<file path="src/rtl/alu_pkg.sv">
// Shared ALU definitions: bitwise op codes used by the logic unit and the
// ALU decode stage, plus a helper for the result status flags.
package alu_pkg;

  localparam logic [2:0] OP_AND  = 3'b000;
  localparam logic [2:0] OP_OR   = 3'b001;
  localparam logic [2:0] OP_XOR  = 3'b010;
  localparam logic [2:0] OP_NAND = 3'b011;
  localparam logic [2:0] OP_NOR  = 3'b100;
  localparam logic [2:0] OP_XNOR = 3'b101;
  localparam logic [2:0] OP_NOT  = 3'b110;
  localparam logic [2:0] OP_PASS = 3'b111;

  // Status flags that travel with every registered result.
  typedef struct packed {
    logic zero;
    logic all_ones;
    logic parity;
  } flags_t;

endpackage

</file>
<file path="src/rtl/logic_core_nbit.sv">
// Combinational bitwise core: applies one of eight ops to a and x and derives
// the zero / all-ones / parity flags from the result.
module logic_core_nbit
  import alu_pkg::*;
#(
  parameter int WIDTH = 8
) (
  input  logic [WIDTH-1:0] a,
  input  logic [WIDTH-1:0] x,
  input  logic [2:0]       op,
  output logic [WIDTH-1:0] result,
  output logic             zero,
  output logic             all_ones,
  output logic             parity
);

  // Op decode; every encoding is defined so no default path is reachable.
  always_comb begin
    result = '0;
    case (op)
      OP_AND:  result = a & x;
      OP_OR:   result = a | x;
      OP_XOR:  result = a ^ x;
      OP_NAND: result = ~(a & x);
      OP_NOR:  result = ~(a | x);
      OP_XNOR: result = ~(a ^ x);
      OP_NOT:  result = ~a;
      OP_PASS: result = a;
      default: result = '0;
    endcase
  end

  // Flags are taken from the freshly computed result so they always match it.
  always_comb begin
    zero     = (result == '0);
    all_ones = (result == {WIDTH{1'b1}});
    parity   = ^result;
  end

endmodule

</file>
<file path="src/rtl/logic_unit_nbit.sv">
// Registered N-bit logic unit: one-beat-per-cycle valid/ready pipeline stage
// around logic_core_nbit, with a chaining accumulator and a saturating count
// of accepted beats.
module logic_unit_nbit
  import alu_pkg::*;
#(
  parameter int WIDTH = 8,
  parameter int CNT_W = 16
) (
  input  logic             clk,
  input  logic             rst_n,
  input  logic             in_valid,
  output logic             in_ready,
  input  logic [WIDTH-1:0] a,
  input  logic [WIDTH-1:0] b,
  input  logic [2:0]       op,
  input  logic             acc_sel,
  input  logic             acc_clr,
  output logic             out_valid,
  input  logic             out_ready,
  output logic [WIDTH-1:0] out,
  output logic             zero,
  output logic             all_ones,
  output logic             parity,
  output logic [WIDTH-1:0] acc,
  output logic [CNT_W-1:0] txn_cnt
);

  localparam logic [CNT_W-1:0] CNT_MAX = {CNT_W{1'b1}};

  logic             out_valid_q, out_valid_d;
  logic [WIDTH-1:0] out_q, out_d;
  flags_t           flags_q, flags_d;
  logic [WIDTH-1:0] acc_q, acc_d;
  logic [CNT_W-1:0] cnt_q, cnt_d;

  logic             accept;
  logic [WIDTH-1:0] x_sel;
  logic [WIDTH-1:0] core_result;
  flags_t           core_flags;

  // The stage can take a beat when empty or when its result leaves this cycle.
  always_comb begin
    in_ready = !out_valid_q || out_ready;
    accept   = in_valid && in_ready;
    x_sel    = acc_sel ? acc_q : b;
  end

  logic_core_nbit #(
    .WIDTH (WIDTH)
  ) u_core (
    .a        (a),
    .x        (x_sel),
    .op       (op),
    .result   (core_result),
    .zero     (core_flags.zero),
    .all_ones (core_flags.all_ones),
    .parity   (core_flags.parity)
  );

  // Next-state: load on accept, drain on ready, clear of acc wins over update.
  always_comb begin
    out_valid_d = out_valid_q;
    out_d       = out_q;
    flags_d     = flags_q;
    acc_d       = acc_q;
    cnt_d       = cnt_q;

    if (accept) begin
      out_valid_d = 1'b1;
      out_d       = core_result;
      flags_d     = core_flags;
      acc_d       = core_result;
      if (cnt_q != CNT_MAX) begin
        cnt_d = cnt_q + CNT_W'(1);
      end
    end else if (out_ready) begin
      out_valid_d = 1'b0;
    end

    if (acc_clr) begin
      acc_d = '0;
    end
  end

  // State registers with synchronous active-low reset; a pending result is dropped.
  always_ff @(posedge clk) begin
    if (!rst_n) begin
      out_valid_q <= 1'b0;
      out_q       <= '0;
      flags_q     <= '0;
      acc_q       <= '0;
      cnt_q       <= '0;
    end else begin
      out_valid_q <= out_valid_d;
      out_q       <= out_d;
      flags_q     <= flags_d;
      acc_q       <= acc_d;
      cnt_q       <= cnt_d;
    end
  end

  // Registered outputs.
  always_comb begin
    out_valid = out_valid_q;
    out       = out_q;
    zero      = flags_q.zero;
    all_ones  = flags_q.all_ones;
    parity    = flags_q.parity;
    acc       = acc_q;
    txn_cnt   = cnt_q;
  end

endmodule

</file>
<file path="config.mk">
export PLATFORM = sky130hd
export DESIGN_NAME = logic_unit_nbit
export DESIGN_NICKNAME = d
export VERILOG_FILES = /design/src/rtl/alu_pkg.sv /design/src/rtl/logic_core_nbit.sv /design/src/rtl/logic_unit_nbit.sv
export SDC_FILE = /design/constraint.sdc
export NUM_CORES = 1
export LEC_CHECK = 0
export CAP_MARGIN = 25
export CORE_MARGIN = 10
export CORE_UTILIZATION = 48
export DETAILED_ROUTE_END_ITERATION = 16
export PLACE_DENSITY = 0.79
export SYNTH_ARGS = -nofsm -noshare
export SYNTH_HDL_FRONTEND = slang
export SYNTH_SLANG_ARGS = --single-unit
</file>
<file path="constraint.sdc">
create_clock -name clk -period 6.03 [get_ports clk]
set_input_delay 1.206 -clock clk [delete_from_list [all_inputs] [get_ports clk]]
set_output_delay 1.206 -clock clk [all_outputs]
set_load 0.005 [all_outputs]
</file>
[Word-level counts from Yosys, hierarchy flattened]
Cells that the tools add are included.
Cells by class
  add/subtract/negate cells: 1
  equality and inequality tests: 9
  mux-type cells: 4
  bitwise operators: 8
  reduce and logical (&&, ||, !) cells: 9
Operator list (number)
  $pmux 8 s8: 1
  $not 8->8: 4
  $add 16x1->16 const B: 1
  $ne 16x16->1 const B: 1
  $eq 3x3->1 const B: 4
  $and 8x8->8: 1
  $eq 8x8->1 const B: 1
  $logic_not 8->1: 1
  $mux 8: 1
  $or 8x8->8: 1
  $reduce_xor 8->1: 1
  $xor 8x8->8: 1
  $eq 3x2->1 const B: 2
  $eq 3x1->1 const B: 1
  $logic_not 3->1: 1
  $mux 1: 2
  $reduce_and 2->1: 1
  $reduce_bool 2->1: 1
  $reduce_or 2->1: 1
  $logic_and 1x1->1: 1
  $logic_not 1->1: 1
  $logic_or 1x1->1: 1
  $not 1->1: 1
Word-level totals
  flip-flop bits (word level): 36
  input port bits: 25
  output and inout bits: 37
  word-level logic and storage cells: 38

[Depth between registers and ports, before layout]
Gate-level depths: netlist of the first run.
  word-level depth: 5
  depth in mapped cells: 14
  gate-level depth less buffers: 13

[By module]
A second synthesis of the first run with hierarchy kept.
Second synthesis, totals
  cells, all modules: 347
  area, all modules: 2733.9 um^2
Modules (own cells, without submodules)
  logic_unit_nbit: times used 1, cells each 186, area an instance 1576.5 um^2, sequential area each 720.7 um^2
  logic_core_nbit: times used 1, cells each 161, area an instance 1157.4 um^2, sequential area each 0.0 um^2

[Least setup slack after synthesis of the first run]
OpenSTA, ideal clock, no wires.
  path kind: input port to flip-flop
  start point: input acc_sel
  end point: register flags_q (netlist bit parity)
  setup time: 116 ps
  arrival: 3614 ps
  data required time: 5914 ps
  path slack: 2300 ps
  cell stages on the path: 10
  path buffers: 1
  cells stage by stage: clkbuf_1 -> mux2i_1 -> ha_1 -> mux2_2 -> mux4_2 -> ha_1 -> xor2_1 -> xnor2_1 -> nand2_1 -> o211a_1
Between the ends
  cells in the longest elaborated chain, start to end: 5
  elaborated cells on any way between the ends: 9
  classes of those cells: 2 x mux; 6 x bitwise; 1 x reduce/logical
Ends and longest elaborated chain
  start, declared: line logic_unit_nbit.sv:17  | input logic acc_sel,
  $mux 8 (*): line logic_unit_nbit.sv:46  | x_sel = acc_sel ? acc_q : b;
  $xor 8x8->8, or another cell as far along: line logic_core_nbit.sv:23, logic_core_nbit.sv:26
  $not 8->8, on equally long branches: line logic_core_nbit.sv:26, logic_core_nbit.sv:24, logic_core_nbit.sv:25
  $pmux 8 s8 (*): line logic_core_nbit.sv:20  | case (op)
  $reduce_xor 8->1 (*): line logic_core_nbit.sv:37  | parity = ^result;
  end signal, assigned: line logic_unit_nbit.sv:97  | flags_q <= flags_d;
  end, declared: line logic_unit_nbit.sv:33  | flags_t flags_q, flags_d;
Every way passes the cells marked *; elsewhere a longest branch is shown, timed or not.
A chain may end at the register's enable or synchronous reset.

[Final worst setup path of the first run]
Ends and elaborated chain as after synthesis.

==> metrics.yaml, run 1 <==
status: "complete, no violations"
syn_avg_cell_area_um2: 7.91
drive_gt1_share_pct: 4.36
tightest_slew_ps: 987
path_clk_slew_ps: 70
p_per_area_mw_per_mm2: 181
min_path_type: "register to register"
critPathKind: "primary input to register"
synth_ff_type: "dfxtp_1"
fmax_mhz: 243
cts_root_buf: "clkbuf_8"
hold_depth: 1
fin_tns_setup_ps: 0
cpPeakStageDelay_ps: 810
cts_max_path_buffers: 2
core_area_mm2: 0.00547
synthTopCellsByCount: "dfxtp_1 (36), a21oi_1 (31), inv_1 (27)"
grt_pass1_wl_um: 11000
grt_overflow: 0
pwr-share-clk_pct: 30.0
ys_types: 42
h-tree-depth: 2
maxSlewViolCount: 0
start_util_pct: 49.0
vias_per_cell: 5.48
cts_tree: "done"
die_width_um: 94.7
cp.arrival_ps: 4310
insertedDiodeCount: 0
power_frac_seq_pct: 41.7
swShare_pct: 29.2
setup_viol: 0
finalNonFillerCells: 462
post_cts_buffers: 0
clock_latency_ps: 300
remaining_drc_errors: 0
yosysWarnings: 0
syn-cell-area_mm2: 0.00268
synth_edf_count: 0
critPathMaxFanout: 8
skew_ps: 5.58
ios: 62
cts_made_buffers: 5
die_y_um: 94.7
ant_nets: 0
routabilityCongestion: 0.831
wl_per_cell_um: 14.6
fin_crit_sh_pct: 68.3
grt_pass1_vias: 2349
area_growth_pct: 27.3
min_period_ps: 4120
wl_um: 6730
hold_viol_final: 0
reg2reg_from: "acc[5]"
rsz0062_at_grt: "no"
drtPass1Iterations: 4
synth_cells: 339
antenna_found_initial: 0
yosysMostFrequentCell: "dfxtp_1"
syn_nets: 389
async_reset_ff_share_pct: 0
start_kind: "primary input"
intPower_uw: 439
end_kind: "register"
clock-sinks: 36
path_buf_inv: 1
post-dp-hpwl_um: 5050
critical_path.top_delay_family: "multiplexers"
hold_path.startpoint: "parity"
die-area_mm2: 0.00898
ys_ff_latch: 36
maxSlewHeadroom_pct: 34.0
nets: 440
drtIter0Drc: 229
drv_cap: 0
num_rows: 27
dpl.cell_count: 455
synth_top_area_share_pct: 26.9
rr_worst_depth: 9
cpMaxStageDelayCell: "clkdlybuf4s50_1"
synth_top_area_cell: "dfxtp_1"
crit_chain: "clkdlybuf4s50_1 -> mux2i_1 -> ha_1 -> mux2_2 -> mux4_2 -> ha_1 -> xor2_1 -> xnor2_1 -> nand2_1 -> o211a_1"
p_leak_nw: 1.49
ir_worst_vdd_v: 0.000105
io_buffers: 61
vias: 2532
grt_max_degree: 45
synth_area_leaders: "dfxtp_1 (27%), ha_1 (12%), a21oi_1 (5.8%)"
yosysSeqAreaShare_pct: 26.9
power_frac_comb_pct: 28.3
rrSetupSlack_ps: 3400
cpMostUsedCell: "ha_1"
r2r-end: "parity"
min_to: "parity"
post_cts_resized: 0
switching_power_uw: 181
ctsHoldBuffers: 0
track_usage_pct: 14.9
required_ps: 6220
-- cells by family after synthesis --
family                   Yosys count  share of synthesized area [%]
flip-flops                        36                           26.9
AO/OA/AOI/OAI                     79                           17.5
adder cells (fa/ha/maj)           25                           11.7
buffers and inverters             46                           6.58
multiplexers                      18                           7.75
AND/OR/NAND/NOR                  119                           24.4
XOR/XNOR                          16                           5.23
-- cell type report --
class                           instances  area (um2)
Clock buffer                            7        96.3
Timing Repair Buffer                   62         618
Multi-Input combinational cell        257        1780
Inverter                               28         105
Sequential cell                        36         721
Fill cell                             495        2060
Tap cell                               72        90.1
-- through the flow --
step / power (mW) / utilization (%) / hold WS (ps) / instance area [um2] / setup slack (ps)
final: 0.620 / 62.4 / 527 / 3410 / 1910
after global routing: 0.652 / 62.4 / 560 / 3410 / 1620
after CTS: 0.623 / 62.4 / 529 / 3410 / 1910
after floorplan: 0.374 / - / 493 / 2680 / 2300
after global placement: 0.435 / 60.6 / 504 / 3320 / 1660
after detailed placement: 0.438 / 60.6 / 516 / 3320 / 1610
-- power groups by stage --
stage	registers (mW)	logic, mW	clock network (mW)
final	0.258	0.175	0.186
after global routing	0.260	0.198	0.195
after CTS	0.258	0.176	0.188
after detailed placement	0.263	0.175	0
after global placement	0.264	0.171	0
after floorplan	0.262	0.111	0
-- registers in the layout, summed over array words and instances (netlist names) --
name / flops
out: 8
parity: 1
all_ones: 1
acc: 8
txn_cnt: 16
zero: 1
out_valid: 1
-- worst register-to-register path: cells and delay by family, from the launching register on --
| kind | cells | cell delay (ps) |
|---|---|---|
| XOR/XNOR | 2 | 360 |
| AO/OA/AOI/OAI | 1 | 160 |
| flip-flops | 1 | 330 |
| multiplexers | 3 | 1000 |
| adder cells (fa/ha/maj) | 2 | 610 |
| AND/OR/NAND/NOR | 1 | 70 |
-- routing by layer --
layer	vias to the layer above	share of wire (%)	GRT usage, %
met5	-	0	0
met4	0	1.2	5.24
met3	9	7.6	4.12
met2	71	45	23.3
met1	1173	46	19.1
li1	1279	-	-
-- layout by cell type, fill, tap and decap left out, drive strengths merged, types with 10 or more instances in the layout --
| master | n |
|---|---|
| clkdlybuf4s50 | 61 |
| dfxtp | 36 |
| a21oi | 31 |
| inv | 27 |
| ha | 25 |
| and2 | 23 |
| o21ai | 23 |
| nand2 | 21 |
| nor2 | 18 |
| mux2i | 14 |
| xor2 | 12 |
| nand3 | 11 |
| nand2b | 10 |
-- how the worst max path moves through the flow --
stage                 start  slack, ps  depth (start not counted)     end
floorplan           acc_sel       2300                         10  parity
global placement    acc_sel       1660                         13  parity
detailed placement  acc_sel       1610                         10  parity
CTS                 acc_sel       1910                         10  parity
global route        acc_sel       1620                         13  parity
finish              acc_sel       1910                         10  parity
Note: power is estimated with default switching activity, not from simulation.
==> run 2, diff against run 1 <==
- clock period: 6.03 -> 4.09 ns (I/O delays scaled with it)
==> run 2 against run 1 <==
Against the previous run: die area unchanged; setup slack worse by 1400 ps; utilization up 1.4 points; first-iteration DRC count is 13% lower; largest power group unchanged; clock power is 39% higher; routed wire length rose by 2.6%; hold slack improved by 3.7 ps; power rose by 47%; highest routed layer unchanged; count of clock-buffer cells in the layout up 1; via count increased by 0.95%.
==> metrics.yaml, run 2 (synthesis gave the netlist of run 1 again) <==
status: "complete, no violations"
die-area_mm2: 0.00898  # unchanged
post_cts_buffers: 0  # unchanged
cts_made_buffers: 5  # unchanged
grt_max_degree: 34  # -24%
switching_power_uw: 267  # +48%
clock_latency_ps: 290  # about the same
path_clk_slew_ps: 70  # about the same
maxSlewHeadroom_pct: 43.8  # +9.8 points
setup_viol: 0  # unchanged
start_util_pct: 49.0  # unchanged
hold_viol_final: 0  # unchanged
largest_reg_flops: 16  # unchanged
cts_root_buf: "clkbuf_8"
fin_tns_setup_ps: 0  # unchanged
drv_cap: 0  # unchanged
ir_worst_vdd_v: 0.000182  # +73%
num_rows: 27  # unchanged
core_area_mm2: 0.00547  # unchanged
r2r-end: "parity"
ctsHoldBuffers: 0  # unchanged
vias_per_cell: 5.39  # -1.6%
final_common_cell: "clkdlybuf4s50_1"
remaining_drc_errors: 0  # unchanged
route.met2.wl_um: 3210  # +5.9%
final_cell_mix: "clkdlybuf4s50_1 (61), dfxtp_1 (36), a21oi_1 (31), inv_1 (27), ha_1 (25)"
die_width_um: 94.7  # unchanged
clock-sinks: 36  # unchanged
finalNonFillerCells: 474  # +2.6%
post-dp-hpwl_um: 5290  # +4.8%
ant_nets: 0  # unchanged
fin_crit_sh_pct: 86.8
drtPass1Iterations: 4  # unchanged
drive_gt1_share_pct: 6.72  # +2.4 points
end_kind: "register"
p_leak_nw: 1.54  # +3.2%
tightest_slew_ps: 841  # -146 ps
wl_per_cell_um: 14.6  # about the same
critPathMaxFanout: 6  # -2
rsz0062_at_grt: "no"
drtIter0Drc: 199  # -13%
die_y_um: 94.7  # unchanged
grt_overflow: 0  # unchanged
p_per_area_mw_per_mm2: 261  # +44%
maxSlewViolCount: 0  # unchanged
start_kind: "primary input"
rrSetupSlack_ps: 1540  # -1860 ps
ios: 62  # unchanged
min_path_type: "register to register"
cts_tree: "done"
cts_max_path_buffers: 2  # unchanged
wl_met1_um: 3130  # +0.68%
crit_end: "parity"
routabilityCongestion: 0.833  # +0.29%
postPlaceCellArea_mm2: 0.00340  # +2.5%
required_ps: 4270  # -1950 ps
critPathKind: "primary input to register"
highest_layer: "met4"
wl_met3_um: 533  # +3.9%
nets: 451  # +2.5%
setup.worst_path.start: "acc_sel"
intPower_uw: 643  # +47%
grt_pass1_vias: 2463  # +4.9%
power_frac_comb_pct: 29.7  # +1.4 points
grt_pass1_wl_um: 11400  # +3.2%
rr_worst_depth: 9  # unchanged
min_period_ps: 3550
design_area_mm2: 0.00349  # +2.2%
pwr-share-clk_pct: 28.4  # -1.6 points
vias: 2556  # +0.95%
dpl.cell_count: 466  # +2.4%
insertedDiodeCount: 0  # unchanged
post_cts_resized: 0  # unchanged
fmax_mhz: 282
swShare_pct: 29.4  # +0.14 points
io_buffers: 61  # unchanged
area_growth_pct: 30.2
track_usage_pct: 15.3  # +0.42 points
h-tree-depth: 2  # unchanged
reg2reg_from: "acc[5]"
antenna_found_initial: 0  # unchanged
skew_ps: 3.69  # -1.88 ps
power_frac_seq_pct: 41.8  # about the same
finalPower_uw: 911  # +47%
wl_um: 6910  # +2.6%
cp.arrival_ps: 3730  # -580 ps
run 2: changes by cell type in the layout (fill, tap and decap cells not counted), sizes merged:
| cell | delta |
|---|---|
| buf | +11 |
| clkbuf | +1 |
run 2: power groups by stage:
| stage | sequential [mW] | clock (mW) | combinational [mW] |
|---|---|---|---|
| 4_1_cts | 0.381 | 0.263 | 0.273 |
| 2_1_floorplan | 0.387 | 0 | 0.164 |
| 3_5_place_dp | 0.389 | 0 | 0.271 |
| 6_report | 0.381 | 0.259 | 0.271 |
| 5_1_grt | 0.382 | 0.274 | 0.306 |
| 3_3_place_gp | 0.389 | 0 | 0.263 |
run 2: worst min path at each step:
stage | start | end | slack (ps) | cells past startpoint
finish | txn_cnt[4] | txn_cnt[4] | 530 | 2
global route | parity | parity | 540 | 1
CTS | txn_cnt[4] | txn_cnt[4] | 540 | 2
detailed placement | parity | parity | 520 | 1
global placement | txn_cnt[4] | txn_cnt[4] | 510 | 2
floorplan | txn_cnt[8] | txn_cnt[8] | 490 | 2
run 2: through the flow:
step / util (%) / hold WS, ps / setup WS (ps)
after floorplan: - / 493 / 748
after global placement: 62.1 / 505 / 313
after detailed placement: 62.1 / 521 / 228
after CTS: 63.8 / 537 / 523
after global routing: 63.8 / 540 / 319
final: 63.8 / 531 / 538
run 2: cell type report:
cell class	instances	area, um2
Multi-Input combinational cell	257	1780
Tap cell	72	90.1
Clock buffer	8	90.1
Sequential cell	36	721
Timing Repair Buffer	73	701
Inverter	28	105
Fill cell	481	1980
run 2: worst max-delay path: stages:
cell             delay [ps]
clkdlybuf4s50_1         700
mux2i_1                 290
ha_1                    280
mux2_2                  260
mux4_2                  520
ha_1                    320
xor2_1                  170
xnor2_1                 140
nand2_1                  70
o211a_1                 160
run 2: per-layer routing:
| metal | track usage, % | vias up |
|---|---|---|
| li1 | - | 1307 |
| met2 | 25.1 | 71 |
| met3 | 4.60 | 4 |
| met1 | 19.1 | 1174 |
| met5 | 0 | - |
| met4 | 3.87 | 0 |
